==> config.mk <==
export PLATFORM = sky130hd
export DESIGN_NAME = shift_lane_sched
export DESIGN_NICKNAME = d
export VERILOG_FILES = /design/src/rtl/shift_lane_pkg.sv /design/src/rtl/rr_arb2.sv /design/src/rtl/shift_lane_sched.sv
export SDC_FILE = /design/constraint.sdc
export NUM_CORES = 1
export LEC_CHECK = 0
export BUFFER_PORTS_ARGS = -buffer_cell sky130_fd_sc_hd__buf_2
export CAP_MARGIN = 20
export CORE_MARGIN = 4
export CORE_UTILIZATION = 50
export DETAILED_ROUTE_END_ITERATION = 6
export HOLD_SLACK_MARGIN = 0.05
export PLACE_DENSITY = 0.77
export RECOVER_POWER = 50
export REMOVE_ABC_BUFFERS = 1
export SLEW_MARGIN = 20
export SYNTH_ARGS = -nofsm -noshare
export SYNTH_HDL_FRONTEND = slang
export SYNTH_SLANG_ARGS = --single-unit
==> constraint.sdc <==
create_clock -name CLK -period 2.7 [get_ports CLK]
set_input_delay 0.135 -clock CLK [delete_from_list [all_inputs] [get_ports CLK]]
set_output_delay 0.135 -clock CLK [all_outputs]
set_load 0.01 [all_outputs]
==> src/rtl/shift_lane_pkg.sv <==
// Shared definitions for the shift-lane scheduler.
//   state_e        : scheduler FSM state encoding (idle / shifting / done pulse)
//   Owner0, Owner1 : OWNER encoding, equal to the requester index
//   LastOwnerRst   : reset value of the round-robin pointer, so requester 0 wins the first tie
package shift_lane_pkg;

    typedef enum logic [1:0] {
        StIdle,
        StShift,
        StDone
    } state_e;

    localparam logic Owner0       = 1'b0;
    localparam logic Owner1       = 1'b1;
    localparam logic LastOwnerRst = Owner1;

endpackage

==> src/rtl/rr_arb2.sv <==
// Two-way round-robin arbiter, purely combinational.
//   req  : request vector, bit i from requester i
//   last : index of the requester granted most recently
//   gnt  : one-hot grant (all zero when nobody requests)
//   idx  : index of the granted requester (0 when nobody requests)
module rr_arb2
    import shift_lane_pkg::*;
(
    input  logic [1:0] req,
    input  logic       last,
    output logic [1:0] gnt,
    output logic       idx
);

    always_comb begin
        gnt = req;
        // On a tie the requester that did not win last time gets the lane.
        if (req == 2'b11) begin
            gnt = (last == Owner1) ? 2'b01 : 2'b10;
        end
        idx = gnt[1];
    end

endmodule

==> src/rtl/shift_lane_sched.sv <==
// Round-robin scheduler serializing parallel words LSB-first onto a serial shift lane.
//   CLK, RST      : clock and synchronous active-high reset
//   REQ0/1        : level requests, held until granted
//   DATA0/1       : words to send, stable while the matching request is high
//   STALL         : freezes the lane while shifting
//   GNT0/1        : one-cycle grant; the word is captured in that cycle
//   SR_DIN, SR_EN : serial data and shift enable for the lane
//   BUSY          : not idle
//   OWNER         : current or last granted requester
//   DONE          : one-cycle pulse after the last bit has been shifted
module shift_lane_sched
    import shift_lane_pkg::*;
#(
    parameter int unsigned WIDTH = 8
) (
    input  logic             CLK,
    input  logic             RST,
    input  logic             REQ0,
    input  logic             REQ1,
    input  logic [WIDTH-1:0] DATA0,
    input  logic [WIDTH-1:0] DATA1,
    input  logic             STALL,
    output logic             GNT0,
    output logic             GNT1,
    output logic             SR_DIN,
    output logic             SR_EN,
    output logic             BUSY,
    output logic             OWNER,
    output logic             DONE
);

    localparam int unsigned     CntW    = (WIDTH > 1) ? $clog2(WIDTH) : 1;
    localparam logic [CntW-1:0] CntLast = CntW'(WIDTH - 1);

    state_e           state_q;
    logic [CntW-1:0]  cnt_q;
    logic [WIDTH-1:0] word_q;
    logic             owner_q;
    logic             last_owner_q;

    logic [1:0] arb_gnt;
    logic       arb_idx;
    logic       idle;

    rr_arb2 u_arb (
        .req  ({REQ1, REQ0}),
        .last (last_owner_q),
        .gnt  (arb_gnt),
        .idx  (arb_idx)
    );

    assign idle = (state_q == StIdle);

    // Grants only exist in IDLE and never while reset is being applied.
    assign GNT0   = idle && !RST && arb_gnt[0];
    assign GNT1   = idle && !RST && arb_gnt[1];
    assign SR_EN  = (state_q == StShift) && !STALL;
    assign SR_DIN = (state_q == StShift) ? word_q[cnt_q] : 1'b0;
    assign BUSY   = !idle;
    assign DONE   = (state_q == StDone);
    assign OWNER  = owner_q;

    always_ff @(posedge CLK) begin
        if (RST) begin
            state_q      <= StIdle;
            cnt_q        <= '0;
            word_q       <= '0;
            owner_q      <= Owner0;
            last_owner_q <= LastOwnerRst;
        end else begin
            case (state_q)
                StIdle: begin
                    if (arb_gnt != 2'b00) begin
                        word_q  <= arb_idx ? DATA1 : DATA0;
                        owner_q <= arb_idx;
                        cnt_q   <= '0;
                        state_q <= StShift;
                    end
                end
                StShift: begin
                    if (!STALL) begin
                        // Stop counting at the last bit so cnt never reaches WIDTH.
                        if (cnt_q == CntLast) begin
                            state_q <= StDone;
                        end else begin
                            cnt_q <= cnt_q + 1'b1;
                        end
                    end
                end
                StDone: begin
                    last_owner_q <= owner_q;
                    state_q      <= StIdle;
                end
                default: state_q <= StIdle;
            endcase
        end
    end

`ifndef SYNTHESIS
    // Tracks a grant that has not yet been closed by its DONE pulse.
    logic gnt_open_q;

    always_ff @(posedge CLK) begin
        if (RST) begin
            gnt_open_q <= 1'b0;
        end else if (GNT0 || GNT1) begin
            gnt_open_q <= 1'b1;
        end else if (DONE) begin
            gnt_open_q <= 1'b0;
        end
    end

    a_gnt_onehot : assert property (@(posedge CLK) !(GNT0 && GNT1));
    a_en_in_shift : assert property (@(posedge CLK) SR_EN |-> (state_q == StShift));
    a_done_no_en : assert property (@(posedge CLK) DONE |-> !SR_EN);
    a_cnt_range : assert property (@(posedge CLK) 32'(cnt_q) < WIDTH);
    a_gnt_after_done : assert property (@(posedge CLK) disable iff (RST)
        (GNT0 || GNT1) |-> !gnt_open_q);
    a_done_after_gnt : assert property (@(posedge CLK) disable iff (RST)
        DONE |-> gnt_open_q);
`endif

endmodule

==> metrics.txt <==
top fanout value on the critical path 10; DRC violation count after routing 0; drt total wl approximately 1700 um; core outline area around 1500 sq um; fraction of power consumed by the clock network between 20 and 30%; power per unit of standard cell area about 480 nW/um^2; wire length on met3 approximately 110 um; starting density of the core between 50 and 60%; critical hold path startpoint STALL; area share of the largest cell type after synthesis 36.4%; site row count 14; quantity of gates resized following cts 0; Final ANT Viol Nets 0; critical path startpoint state_q[1]; Crit. End Element output port; routed length on met1 approximately 770 um; 1st-pass router iterations 4; layout overhead on the synthesized area 17.0%; final worst path period share between 60% and 70%; met2 WL post-DR 844 um; largest net degree at the start of global routing 20; number of setup buffers added after CTS 0; Post-Route Skew roughly 4.0 ps; fill cell total of the finished layout 149; worst min-delay path category in2reg; buffers from clock root to sink, at most 2; clock sink count 15; Worst IR Drop VDD approximately 280 uV; Slew Limit Headroom about three fifths; highest routed metal layer met3; combinational fraction of design power between 10% and 20%; internal power consumption roughly 0.00034 W; Remaining Overflow, GRT 0; worst hold slack across all endpoints roughly 85 ps; global-route usage over all layers approximately 14%; unrepaired setup endpoints after global routing no; warning count from the yosys run 0; die extent in y 48.6 um; worst skew pair latency ~280 ps; count of different cell masters after synthesis 30; most used cells in the layout excluding fill and tap cells 23 x sky130_fd_sc_hd__buf_2, 15 x sky130_fd_sc_hd__dfxtp_1, 9 x sky130_fd_sc_hd__mux2i_1, 9 x sky130_fd_sc_hd__a21oi_1, 8 x sky130_fd_sc_hd__a211oi_1; post-detailed-route wirelength per cell between 10 and 15 um; die width 48.6 um; share of total power in sequential cells 53.6%; part of the Yosys area used for sequential elements 36.4%; # H-tree levels 1; cell at the root of the clock tree sky130_fd_sc_hd__clkbuf_4; clock tree from TritonCTS done; hold buffers post-CTS 0; leading cell type in the layout, fill and taps excluded sky130_fd_sc_hd__buf_2; cell type with the largest total area after synthesis sky130_fd_sc_hd__dfxtp_1; Achievable Freq roughly 540 MHz; die footprint around 2400 sq um; initial antenna violation count 0; CP Data Arrival Time roughly 1700 ps; TritonCTS buffer count 3; sum of negative setup slack 0 ps; wire length of the first global-routing pass between 2000 and 3000 um; status finished clean; number of max-cap violations 0; Mapped Area approximately 830 sq um; origin of the critical flop-to-flop path state_q[1]; switching part of the total 26.6%; top-level I/O count 28; Tightest Pin Transition 626 ps; category of the critical setup timing path reg2out; number of buffers added on ports 27; number of global-route vias before repair 692; diodes inserted 0; DPL Wire Length roughly 1300 um; mean area per synthesized cell around 9.9 sq um; cells after synthesis just over 80; leakage component of the power 0.404 nW; total number of vias ~710; clock transition at the registers of the reported paths about 90 ps; Final GP Congestion between 0.7 and 0.8; minimum clock period after layout 1870 ps; drt first-iter violations 11; Critical Path RT 2570 ps; proportion of layout cells with a drive suffix above 1 approximately a third; final count of negative-setup-slack endpoints 0; Avg Vias per Cell between 5 and 6; Area contributors post-synth sky130_fd_sc_hd__dfxtp_1 36%, sky130_fd_sc_hd__mux2i_1 11%, sky130_fd_sc_hd__a211oi_1 7.3%; Critical Path Source Type flop; total of flip-flops plus latches after synthesis 15; max-slew violations 0; number of nets in the layout 135; switching power between 0.0001 and 0.00015 W; hold violation total from the final report 0
==> power by group through the flow <==
stage | sequential (W) | clock (W) | combinational, W
6_report | 0.000246 | 0.000126 | 0.0000867
3_5_place_dp | 0.000251 | 0 | 0.0000879
4_1_cts | 0.000246 | 0.000130 | 0.0000881
5_1_grt | 0.000248 | 0.000141 | 0.0000973
2_1_floorplan | 0.000249 | 0 | 0.0000551
3_3_place_gp | 0.000251 | 0 | 0.0000862
==> through the flow <==
step / util (%) / total power, W / cell area (sq um) / cells / setup WS, ps
5_1_grt: 62.7 / 0.000486 / 966 / 127 / 617
6_report: 62.7 / 0.000459 / 966 / 127 / 832
2_1_floorplan: - / 0.000304 / 787 / 79 / 881
3_3_place_gp: 61.6 / 0.000337 / 950 / 123 / 961
3_5_place_dp: 61.6 / 0.000339 / 950 / 123 / 903
4_1_cts: 63.3 / 0.000464 / 976 / 127 / 883
==> synthesized netlist by cell type <==
cell type                   n
sky130_fd_sc_hd__or2b_2     1
sky130_fd_sc_hd__a21oi_1    9
sky130_fd_sc_hd__a211o_1    1
sky130_fd_sc_hd__a211oi_2   1
sky130_fd_sc_hd__nor2b_1    1
sky130_fd_sc_hd__inv_1      4
sky130_fd_sc_hd__mux2i_1    9
sky130_fd_sc_hd__or4b_4     1
sky130_fd_sc_hd__nor2_2     2
sky130_fd_sc_hd__nor3b_1    1
sky130_fd_sc_hd__dfxtp_1   15
sky130_fd_sc_hd__nand2b_1   2
sky130_fd_sc_hd__or2_2      1
sky130_fd_sc_hd__ha_1       2
sky130_fd_sc_hd__nor4b_1    1
sky130_fd_sc_hd__mux4_2     2
sky130_fd_sc_hd__nand2_1    2
sky130_fd_sc_hd__o21a_1     1
sky130_fd_sc_hd__nor2b_4    1
sky130_fd_sc_hd__buf_1      1
sky130_fd_sc_hd__nor4_1     1
sky130_fd_sc_hd__o21ai_0    2
sky130_fd_sc_hd__o32ai_1    2
sky130_fd_sc_hd__a21boi_0   1
sky130_fd_sc_hd__buf_4      1
sky130_fd_sc_hd__and2b_2    1
sky130_fd_sc_hd__nor2_1     4
sky130_fd_sc_hd__a211oi_1   8
sky130_fd_sc_hd__clkbuf_8   2
sky130_fd_sc_hd__nor3_1     3
==> worst max-delay path, cell delays in order, from the launching register on <==
cell                      delay, ps
sky130_fd_sc_hd__dfxtp_1        370
sky130_fd_sc_hd__nor2_1         520
sky130_fd_sc_hd__inv_1          200
sky130_fd_sc_hd__nor3b_1        210
sky130_fd_sc_hd__buf_2          160
==> path summary, 6_finish.rpt <==
kind                        to  slack (ps)  cells after the start
setup / recovery          GNT1         830                      4
hold reg to reg   last_owner_q         510                      1
setup reg to reg     word_q[5]         870                      4
hold / removal      state_q[1]          90                      2
==> cell type report <==
type / count / area, sq um / area share [%]
multi-input combinational: 60 / 467 / 48.3
sequential: 15 / 300 / 31.1
timing repair buffer: 28 / 138 / 14.2
clock buffer: 4 / 26.3 / 2.72
tap: 16 / 20.0 / 2.07
inverter: 4 / 15.0 / 1.55
==> flip-flops by register name, summed over array words and instances, names as in the netlist <==
name,count
word_q,8
cnt_q,3
state_q,2
OWNER,1
last_owner_q,1
==> per-layer routing <==
metal	GRT usage (%)	vias up
li1	-	367
met1	18.3	322
met2	24.6	19
met3	3.37	0
met4	2.69	0
met5	0	-
==> cell families (layout without fill, tap and decap cells) <==
logic type	Yosys count	in the layout	synth area share, %
DFF	15	15	36.4
muxes	11	11	16.4
adders and majority gates	2	2	3.03
buffers and inverters	8	36	6.51
AOI/OAI and AO/OA	25	25	20.5
and+or+nand+nor	22	22	17.3
No activity file was read; power rests on OpenSTA's default activity.
